[src/rtl/ram_rd_pkg.sv]
// Shared types and default widths for the RAM readout controller.
package ram_rd_pkg;

    localparam int DEF_ADDR_W = 11;
    localparam int DEF_DATA_W = 8;

    typedef enum logic [2:0] {
        IDLE,
        READ,
        WAIT,
        HOLD,
        DONE
    } rd_state_t;

endpackage

[src/rtl/rd_out_fifo.sv]
// Two-entry fall-through buffer between RAM read data and the output register.
// Only compiled when RD_PREFETCH_EN is defined.
`ifdef RD_PREFETCH_EN
module rd_out_fifo
    import ram_rd_pkg::*;
#(
    parameter int DATA_W = DEF_DATA_W
) (
    input  logic              clk_2,
    input  logic              reset_n,
    input  logic              in_valid,
    output logic              in_ready,
    input  logic [DATA_W-1:0] in_data,
    output logic              out_valid,
    input  logic              out_ready,
    output logic [DATA_W-1:0] out_data,
    output logic [1:0]        level_next
);

    logic [DATA_W-1:0] mem [2];
    logic              rd_ptr;
    logic              wr_ptr;
    logic [1:0]        level;
    logic              bypass;
    logic              push;
    logic              pop;

    // An empty buffer passes the incoming word straight through so streaming adds no latency.
    assign in_ready   = (level != 2'd2);
    assign out_valid  = (level != 2'd0) || in_valid;
    assign out_data   = (level != 2'd0) ? mem[rd_ptr] : in_data;
    assign bypass     = (level == 2'd0) && in_valid && out_ready;
    assign push       = in_valid && in_ready && !bypass;
    assign pop        = (level != 2'd0) && out_ready;
    assign level_next = level + {1'b0, push} - {1'b0, pop};

    always_ff @(posedge clk_2 or negedge reset_n) begin
        if (!reset_n) begin
            rd_ptr <= 1'b0;
            wr_ptr <= 1'b0;
            level  <= 2'd0;
        end else begin
            if (push) wr_ptr <= ~wr_ptr;
            if (pop)  rd_ptr <= ~rd_ptr;
            level <= level_next;
        end
    end

    always_ff @(posedge clk_2) begin
        if (push) mem[wr_ptr] <= in_data;
    end

endmodule
`endif

[src/rtl/ram_rd_ctrl.sv]
// Reads rd_count words from a synchronous RAM starting at base_addr and hands them
// to a valid/ready consumer. Define RD_PREFETCH_EN to stream one word per cycle.
module ram_rd_ctrl
    import ram_rd_pkg::*;
#(
    parameter int ADDR_W = DEF_ADDR_W,
    parameter int DATA_W = DEF_DATA_W
) (
    input  logic              clk_2,
    input  logic              reset_n,
    input  logic              start,
    input  logic [ADDR_W-1:0] base_addr,
    input  logic [ADDR_W-1:0] rd_count,
    input  logic [DATA_W-1:0] ram_data,
    output logic [ADDR_W-1:0] ram_addr,
    output logic              ram_rd_n,
    output logic [DATA_W-1:0] dout,
    output logic              dout_valid,
    input  logic              dout_ready,
    output logic              busy,
    output logic              done
);

    rd_state_t         state;
    logic [ADDR_W-1:0] ptr;

`ifdef RD_PREFETCH_EN

    logic [ADDR_W-1:0] issue_left;
    logic [ADDR_W-1:0] xfer_left;
    logic              inflight;
    logic              transfer;
    logic              issue_ok;
    logic              fifo_in_ready;
    logic              fifo_out_valid;
    logic              fifo_out_ready;
    logic [DATA_W-1:0] fifo_out_data;
    logic [1:0]        fifo_level_next;

    assign transfer       = dout_valid && dout_ready;
    assign fifo_out_ready = !dout_valid || dout_ready;
    // A new strobe is safe only if every word already promised still fits in the buffer.
    assign issue_ok = (issue_left != '0) && fifo_in_ready &&
                      ((fifo_level_next + {1'b0, ~ram_rd_n}) <= 2'd1);

    rd_out_fifo #(
        .DATA_W(DATA_W)
    ) u_out_fifo (
        .clk_2     (clk_2),
        .reset_n   (reset_n),
        .in_valid  (inflight),
        .in_ready  (fifo_in_ready),
        .in_data   (ram_data),
        .out_valid (fifo_out_valid),
        .out_ready (fifo_out_ready),
        .out_data  (fifo_out_data),
        .level_next(fifo_level_next)
    );

    always_ff @(posedge clk_2 or negedge reset_n) begin
        if (!reset_n) begin
            state      <= IDLE;
            ptr        <= '0;
            issue_left <= '0;
            xfer_left  <= '0;
            inflight   <= 1'b0;
            ram_addr   <= '0;
            ram_rd_n   <= 1'b1;
            dout       <= '0;
            dout_valid <= 1'b0;
            busy       <= 1'b0;
            done       <= 1'b0;
        end else begin
            inflight <= ~ram_rd_n;
            done     <= 1'b0;
            if (fifo_out_valid && fifo_out_ready) begin
                dout       <= fifo_out_data;
                dout_valid <= 1'b1;
            end else if (transfer) begin
                dout_valid <= 1'b0;
            end
            case (state)
                IDLE: if (start) begin
                    busy <= 1'b1;
                    if (rd_count != '0) begin
                        state      <= READ;
                        ram_rd_n   <= 1'b0;
                        ram_addr   <= base_addr;
                        ptr        <= base_addr + 1'b1;
                        issue_left <= rd_count - 1'b1;
                        xfer_left  <= rd_count;
                    end else begin
                        state <= DONE;
                        done  <= 1'b1;
                    end
                end
                READ, WAIT, HOLD: begin
                    if (transfer) xfer_left <= xfer_left - 1'b1;
                    if (transfer && xfer_left == 1) begin
                        state    <= DONE;
                        done     <= 1'b1;
                        ram_rd_n <= 1'b1;
                    end else if (issue_ok) begin
                        state      <= READ;
                        ram_rd_n   <= 1'b0;
                        ram_addr   <= ptr;
                        ptr        <= ptr + 1'b1;
                        issue_left <= issue_left - 1'b1;
                    end else begin
                        ram_rd_n <= 1'b1;
                        state    <= (issue_left != '0) ? WAIT : HOLD;
                    end
                end
                DONE: begin
                    busy  <= 1'b0;
                    state <= IDLE;
                end
                default: state <= IDLE;
            endcase
        end
    end

`else

    logic [ADDR_W-1:0] remaining;

    // One word in flight at a time: strobe, capture, then hold until the consumer takes it.
    always_ff @(posedge clk_2 or negedge reset_n) begin
        if (!reset_n) begin
            state      <= IDLE;
            ptr        <= '0;
            remaining  <= '0;
            ram_addr   <= '0;
            ram_rd_n   <= 1'b1;
            dout       <= '0;
            dout_valid <= 1'b0;
            busy       <= 1'b0;
            done       <= 1'b0;
        end else begin
            case (state)
                IDLE: if (start) begin
                    busy <= 1'b1;
                    if (rd_count != '0) begin
                        state     <= READ;
                        ram_rd_n  <= 1'b0;
                        ram_addr  <= base_addr;
                        ptr       <= base_addr + 1'b1;
                        remaining <= rd_count;
                    end else begin
                        state <= DONE;
                        done  <= 1'b1;
                    end
                end
                READ: begin
                    ram_rd_n <= 1'b1;
                    state    <= WAIT;
                end
                WAIT: begin
                    dout       <= ram_data;
                    dout_valid <= 1'b1;
                    remaining  <= remaining - 1'b1;
                    state      <= HOLD;
                end
                HOLD: if (dout_ready) begin
                    dout_valid <= 1'b0;
                    if (remaining != '0) begin
                        state    <= READ;
                        ram_rd_n <= 1'b0;
                        ram_addr <= ptr;
                        ptr      <= ptr + 1'b1;
                    end else begin
                        state <= DONE;
                        done  <= 1'b1;
                    end
                end
                DONE: begin
                    done  <= 1'b0;
                    busy  <= 1'b0;
                    state <= IDLE;
                end
                default: state <= IDLE;
            endcase
        end
    end

`endif

endmodule

[config.mk]
export PLATFORM = sky130hd
export DESIGN_NAME = ram_rd_ctrl
export DESIGN_NICKNAME = d
export VERILOG_FILES = /design/src/rtl/ram_rd_pkg.sv /design/src/rtl/rd_out_fifo.sv /design/src/rtl/ram_rd_ctrl.sv
export SDC_FILE = /design/constraint.sdc
export NUM_CORES = 1
export LEC_CHECK = 0
export BUFFER_PORTS_ARGS = -buffer_cell sky130_fd_sc_hd__buf_2
export CAP_MARGIN = 20
export CORE_MARGIN = 2
export CORE_UTILIZATION = 59
export DETAILED_ROUTE_END_ITERATION = 16
export PLACE_DENSITY = 0.85
export SYNTH_ARGS = -nofsm -noshare
export SYNTH_HDL_FRONTEND = slang
export SYNTH_SLANG_ARGS = --single-unit
[constraint.sdc]
create_clock -name clk_2 -period 4.19 [get_ports clk_2]
set_clock_uncertainty 0.2 [all_clocks]
set_input_delay 0.838 -clock clk_2 [delete_from_list [all_inputs] [get_ports clk_2]]
set_output_delay 0.838 -clock clk_2 [all_outputs]
set_load 0.1 [all_outputs]
; ---- Yosys cells after proc, flatten, opt, wreduce, memory -nomap -nowiden
; Cells that the tools add are included.
[op_classes]
addsub = 3
multipliers = 0
n_div = 0
magnitude_cmp = 0
eq_ne = 10
shift = 0
mux = 32
n_bitwise = 0
reduce_logical = 16
[ops]
columns = cell, n
row1 = $mux W11, 10
row2 = $pmux W11 S2, 3
row3 = $add A11 B1 Y11 const B, 2
row4 = $reduce_bool A11 Y1, 2
row5 = $reduce_and A5 Y1, 3
row6 = $mux W3, 4
row7 = $ne A2 B2 Y1 const B, 6
row8 = $pmux W3 S4, 1
row9 = $sub A11 B1 Y11 const B, 1
row10 = $mux W1, 10
row11 = $reduce_bool A2 Y1, 4
row12 = $eq A3 B2 Y1 const B, 2
row13 = $pmux W1 S3, 2
row14 = $reduce_and A2 Y1, 3
row15 = $reduce_bool A3 Y1, 2
row16 = $pmux W1 S2, 2
row17 = $eq A3 B1 Y1 const B, 1
row18 = $eq A3 B3 Y1 const B, 1
row19 = $logic_not A3 Y1, 1
row20 = $reduce_and A3 Y1, 1
[totals]
ff_bits = 48
latchBits = 0
ram_bits = 0
mem_bits_ro = 0
inputBits = 34
word_cells = 70
n_memories = 0

; ---- Depth between registers and ports, before layout
; Gate-level depths: netlist of run 1.
[logic_depth]
word_depth = 4
ltp_mapped = 14
mapped_depth_nobuf = 9

; ---- Least setup slack after synthesis of run 1
; Ideal clock, no wire load.
[synth_timing]
path_kind = reg2reg
startpoint = register state[2]
endpoint = register ptr[10]
setup_ns = 0.136
t_arrival_ns = 2.353
t_required_ns = 3.854
path_slack_ns = 1.501
path_stages_with_launch = 14
n_path_buf = 4
period_less_slack_ns = 2.689
path_cell_list = dfrtp_1 -> buf_2 -> nand3b_1 -> buf_2 -> buf_2 -> nand2_1 -> nand2_1 -> ha_1 -> buf_2 -> and4_1 -> and4_1 -> nand4_1 -> nor4b_1 -> a211oi_2
[synth_between]
elab_chain_len = 3
[synth_lines]
columns = item, line_no
row1 = "start, declared", ram_rd_ctrl.sv:24  ; rd_state_t state;
row2 = "start signal, assigned", ram_rd_ctrl.sv:130  ; state <= IDLE;
row3 = "start signal, assigned", ram_rd_ctrl.sv:144  ; state <= READ;
row4 = "start signal, assigned", ram_rd_ctrl.sv:150  ; state <= DONE;
row5 = $eq A3 B2 Y1 / $logic_not A3 Y1 (equally long branches), ram_rd_ctrl.sv:140  ; case (state)
row6 = $ne A2 B2 Y1 (no source line) / $reduce_bool A2 Y1 (equally long branches), -
row7 = $reduce_and A5 Y1 (no source line), -
row8 = "end signal, assigned", ram_rd_ctrl.sv:147  ; ptr <= base_addr + 1'b1;
row9 = "end signal, assigned", ram_rd_ctrl.sv:170  ; ptr <= ptr + 1'b1;
row10 = "end, declared", ram_rd_ctrl.sv:25  ; logic [ADDR_W-1:0] ptr;
; Parallel ways exist; a longest one is shown, timed or not.
; A chain may end at the register's enable or synchronous reset.

; ---- Worst setup path in the final report of run 1
[layout_timing]
startpoint = register state[0]
endpoint = register ptr[10]
; The elaborated chain is that of the path after synthesis.

==> metrics, run 1 <==
crit-path max FO 12; Synth Net Count ~370; unrepaired setup endpoints after global routing false; Avg Vias per Cell about 6; initial antenna violation count 0; Yosys top cell by area dfrtp_1; Max Cap Viol 0; vias in the first global route about 2300; data required time at the worst endpoint around 4.2 ns; Avg Cell Area, Syn 8.36 um^2; Total GRT Usage between 20% and 30%; Worst setup EP type flip-flop; largest net degree at the start of global routing 37; CORE AREA around 4700 um^2; clk sinks 48; synthesized instance count around 340; Resize count post-CTS 0; CTS tree yes; Chip Width ~73 um; Initial DRT Pass Iterations 5; Synth top area share between 40% and 50%; Post-DRT Antenna Nets 0; # fillers 391; CP Class flip-flop to flip-flop; drt wl/cell around 15 um; total inserted antenna cells 0; I/O pins between 50 and 60; Async SR Flop Fraction between 90% and 100%; Post-Route WL between 6000 and 7000 um; area grow syn2layout 13.7%; Max Slew Vio Count 0; top-count cell post-synth nand2_1; min Tclk post-route about 3.0 ns; row count 25; GPL Wtd Cong around 0.84; status complete, no violations; Synth top cells by count nand2_1, dfrtp_1, nor2_1; CTS Buffer Depth 2; endpoints failing hold 0; Cells after DPL 430; setup TNS 0 ns; setup bufs post-CTS 0; area of the multi-input gates 1480 um^2; Non-Filler Instances 438; Worst Tran Pin Value between 0.9 and 1 ns; Tightest Hold Check Type flip-flop to flip-flop; die area 5350 um^2; DP HPWL approximately 4600 um; Die Y 73.1 um; Worst-path clk slew 0.10 ns; Worst Setup Start Kind flip-flop; Synth cell types 57; Nets between 400 and 500; largest cells by area after synthesis dfrtp_1, nand2_1, nor2_1, a21oi_1, o21ai_0; final setup vio count 0; clock latency on the worst-skew pair 0.31 ns; Arr. time, crit path between 3 and 4 ns; Post-CTS Hold Buffers 0; cell area after synthesis ~2800 um^2; Synth Flop Type dfrtp_1; grt total ovfl 0; Yosys reg bits between 40 and 50; Post-synth EDFFs 0; first-pass GRT wire length about 11000 um; root buffer cell clkbuf_8; Initial Utilization 60.5%; fraction of layout cells with a size suffix above 1 21.6%; FF+latch area 1200 um^2; post-synthesis sequential area ratio between 40% and 50%; drc violations 0; H-tree levels 2; maximum clock rate between 300 and 400 MHz; DR vias roughly 2600; Initial DRC Count 185; # port buffers 56; Ys Warns 0; cts bufs inserted 5; Tcrit/Tclk final between 70 and 80%; Max-slew headroom between 30% and 40%
path summary, 6_finish.rpt:
kind | startpoint | endpoint | slack [ns] | depth (start not counted)
worst max-delay path | state[0] | ptr[10] | 1.15 | 9
worst min-delay path | dout_valid | dout_valid | 0.28 | 2
min in group asynchronous | reset_n | state[2] | 0.38 | 1
worst min register to register | dout_valid | dout_valid | 0.28 | 2
worst max register to register | state[0] | ptr[10] | 1.15 | 9
max in group asynchronous | reset_n | ptr[1] | 2.69 | 2
registers in the layout (all words and copies together) (netlist names), 3 cells and up:
register and count:
state 3, ram_addr 11, dout 8, ptr 11, remaining 11
through the flow:
stage	setup slack, ns	hold slack, ns	cell area (um^2)	util (%)
after CTS	1.16	0.285	3210	68.8
after detailed placement	1.19	0.260	3070	65.8
after floorplan	1.50	0.271	2820	-
final	1.15	0.280	3210	68.8
after global placement	1.32	0.257	3070	65.8
after global routing	0.924	0.315	3210	68.8
cell usage in the layout, fill, tap and decap left out, drive strengths merged, types with 3 or more instances in the layout:
cell type  instances
clkbuf             5
o22a               4
and3               5
a21oi             26
dfrtp             47
nand3              9
nor3b              3
nor3               9
nor2              37
buf               59
a31oi             11
nand2b             6
inv                5
a211oi             3
nor4               3
xnor2              3
nand4              6
nand2             75
o22ai              5
and4               5
o21ai             24
cells by family (layout without fill, tap and decap cells):
logic type | Yosys count | in the layout | synth area share [%]
fa+ha+maj | 2 | 2 | 0.888
mux | 2 | 2 | 0.710
xor+xnor | 3 | 3 | 0.932
simple gates | 168 | 168 | 28.8
compound gates | 90 | 90 | 21.2
flops | 48 | 48 | 42.7
buf+inv | 24 | 71 | 4.84
area by class of cell:
class	count	share of cell area [%]
repair buffers	59	9.45
clock buffers	5	2.15
multi-input cells	265	46.2
flip-flops and latches	48	37.5
clock inverters	3	2.15
well taps	54	2.11
inverters	4	0.468
per-layer routing:
metal	track usage (%)	vias to the layer above	part of all wire (%)
met5	0	-	0
met4	7.82	0	1.1
met3	5.52	7	6.4
met2	39.8	100	48
met1	36.2	1223	45
li1	-	1285	-
worst max-delay path: stages (launching register included):
cell and delay, ns:
dfrtp_1 0.59, nand3b_1 0.41, nand2_1 0.17, o21ai_0 0.12
ha_1 0.34, and4_1 0.27, and4_1 0.24, nand4_1 0.10
nor4b_1 0.40, a211oi_2 0.08
Power of run 1 is not shown: default switching activity piles up to over one toggle a cycle in this logic, so the estimate is an artifact.
==> run 2, diff against run 1 <==
CORE_UTILIZATION = 55   (was 59)
PLACE_DENSITY = 0.8   (was 0.85)
clock period = 2.9 ns   (was 4.19 ns; I/O delays follow)
==> metrics, run 2 (synthesized netlist as in run 1, its figures left out) <==
Die Y 75.6 um (was 73.1 um); Worst Setup Start Kind flip-flop (unchanged); Worst-path clk slew 0.10 ns (about the same); data required time at the worst endpoint 2.89 ns (was 4.17 ns); grt total ovfl 0 (unchanged); Reg2Reg Depth 9 (unchanged); CORE AREA 5010 um^2 (was 4660 um^2); status complete, no violations (unchanged); initial antenna violation count 0 (unchanged); GRT met1 Usage 36.5% (was 36.2%); Avg Vias per Cell 5.72 (was 5.97); H-tree levels 2 (unchanged); min Tclk post-route 2.60 ns (was 3.04 ns); # fillers 449 (was 391); cts bufs inserted 5 (unchanged); DR vias 2649 (was 2615); clk sinks 48 (unchanged); row count 26 (was 25); DP HPWL 4790 um (was 4560 um); Reg-to-Reg End ptr[10] (unchanged); clock latency on the worst-skew pair 0.31 ns (about the same); Max-slew headroom 59.5% (was 39.7%); fraction of layout cells with a size suffix above 1 23.4% (was 21.6%); Tightest Hold Check Type input port to async pin (was flip-flop to flip-flop); # port buffers 56 (unchanged); Initial DRT Pass Iterations 4 (was 5); reg-to-reg slack, setup 0.30 ns (was 1.15 ns); met3 Use GR 5.03% (was 5.52%); Chip Width 75.6 um (was 73.1 um); area grow syn2layout 15.0% (was 13.7%); Tcrit/Tclk final 89.6% (was 72.5%); Total GRT Usage 25.7% (about the same); GRT met2 Usage 39.9% (was 39.8%); Max Slew Vio Count 0 (unchanged); Resize count post-CTS 0 (unchanged); worst r2r src state[2] (was state[0]); Worst setup EP type flip-flop (unchanged); die area 5710 um^2 (was 5350 um^2); I/O pins 57 (unchanged); drt wl/cell 14.4 um (was 14.7 um); vias in the first global route 2471 (was 2308); first-pass GRT wire length 11300 um (was 10700 um); Worst Tran Pin Value 0.607 ns (was 0.905 ns); Regs by FF count ptr: 11 flops, ram_addr: 11 flops, remaining: 11 flops (unchanged); Initial Utilization 56.3% (was 60.5%); crit-path max FO 9 (was 12); maximum clock rate 385 MHz (was 329 MHz); final setup vio count 0 (unchanged); total inserted antenna cells 0 (unchanged); grt peak-use layer met2 (unchanged); Post-DRT Antenna Nets 0 (unchanged); Initial DRC Count 266 (was 185); commonest non-fill, non-tap cell in the layout nand2_1 (unchanged); Post-CTS Hold Buffers 0 (unchanged); unrepaired setup endpoints after global routing false (unchanged); root buffer cell clkbuf_8 (unchanged); setup TNS 0 ns (unchanged); Post-Route WL 6660 um (was 6420 um); Arr. time, crit path 2.59 ns (was 3.02 ns); Nets 428 (was 419); drc violations 0 (unchanged); Max Cap Viol 0 (unchanged); setup bufs post-CTS 0 (unchanged); CTS tree yes (unchanged); GPL Wtd Cong 0.876 (was 0.841); largest net degree at the start of global routing 49 (was 37); Core Util, Final 64.7% (was 68.8%); endpoints failing hold 0 (unchanged); FF+latch area 1200 um^2 (unchanged); area of the multi-input gates 1480 um^2 (unchanged); CP Class flip-flop to flip-flop (unchanged); most frequent cells in the layout nand2_1, buf_2, dfrtp_1 (unchanged); CTS Buffer Depth 2 (unchanged)
## run 2: cell count changes in the layout (fill, tap and decap cells not counted)
| cell | change |
|---|---|
| inv_6 | -1 |
| buf_4 | +9 |
| bufinv_16 | -2 |
| clkinv_4 | +1 |
| clkinv_2 | +2 |
## run 2: worst max-delay path, cell delays in order, from the launching register on
cell	delay, ns
dfrtp_1	0.38
nand3b_1	0.32
nand2_1	0.14
o21ai_0	0.11
ha_1	0.32
and4_1	0.27
and4_1	0.23
nand4_1	0.11
nor4b_1	0.34
a211oi_2	0.06
## run 2: per-stage QoR
step                area, um^2  setup WS (ns)  hold WS, ns  std cells
floorplan                 2820          0.211       0.0844        337
global placement          3160          0.413        0.257        455
detailed placement        3160          0.327        0.257        455
CTS                       3240          0.314        0.185        463
global route              3240         0.0904        0.223        463
finish                    3240          0.300        0.151        463
## run 2: worst max-delay path by stage
stage               depth (start not counted)  slack (ns)      end     start
global route                                9        0.09  ptr[10]  state[2]
CTS                                         8        0.31  ptr[10]  state[2]
detailed placement                          8        0.33  ptr[10]  state[2]
finish                                      9        0.30  ptr[10]  state[2]
floorplan                                  13        0.21  ptr[10]  state[2]
global placement                            8        0.41  ptr[10]  state[2]
## run 2: cell type report
type                            instances  share of cell area, %
Clock inverter                          3                  0.579
Inverter                                4                  0.463
Clock buffer                            5                   2.12
Tap cell                               70                   2.70
Timing Repair Buffer                   68                   11.4
Sequential cell                        48                   37.1
Multi-Input combinational cell        265                   45.6
## run 2: routing by layer
metal,up-vias,routed length [um]
met2,94,3190
met4,0,60
li1,1310,-
met3,6,364
met1,1239,3040
met5,-,0
Power of run 2 is left out for the same reason.
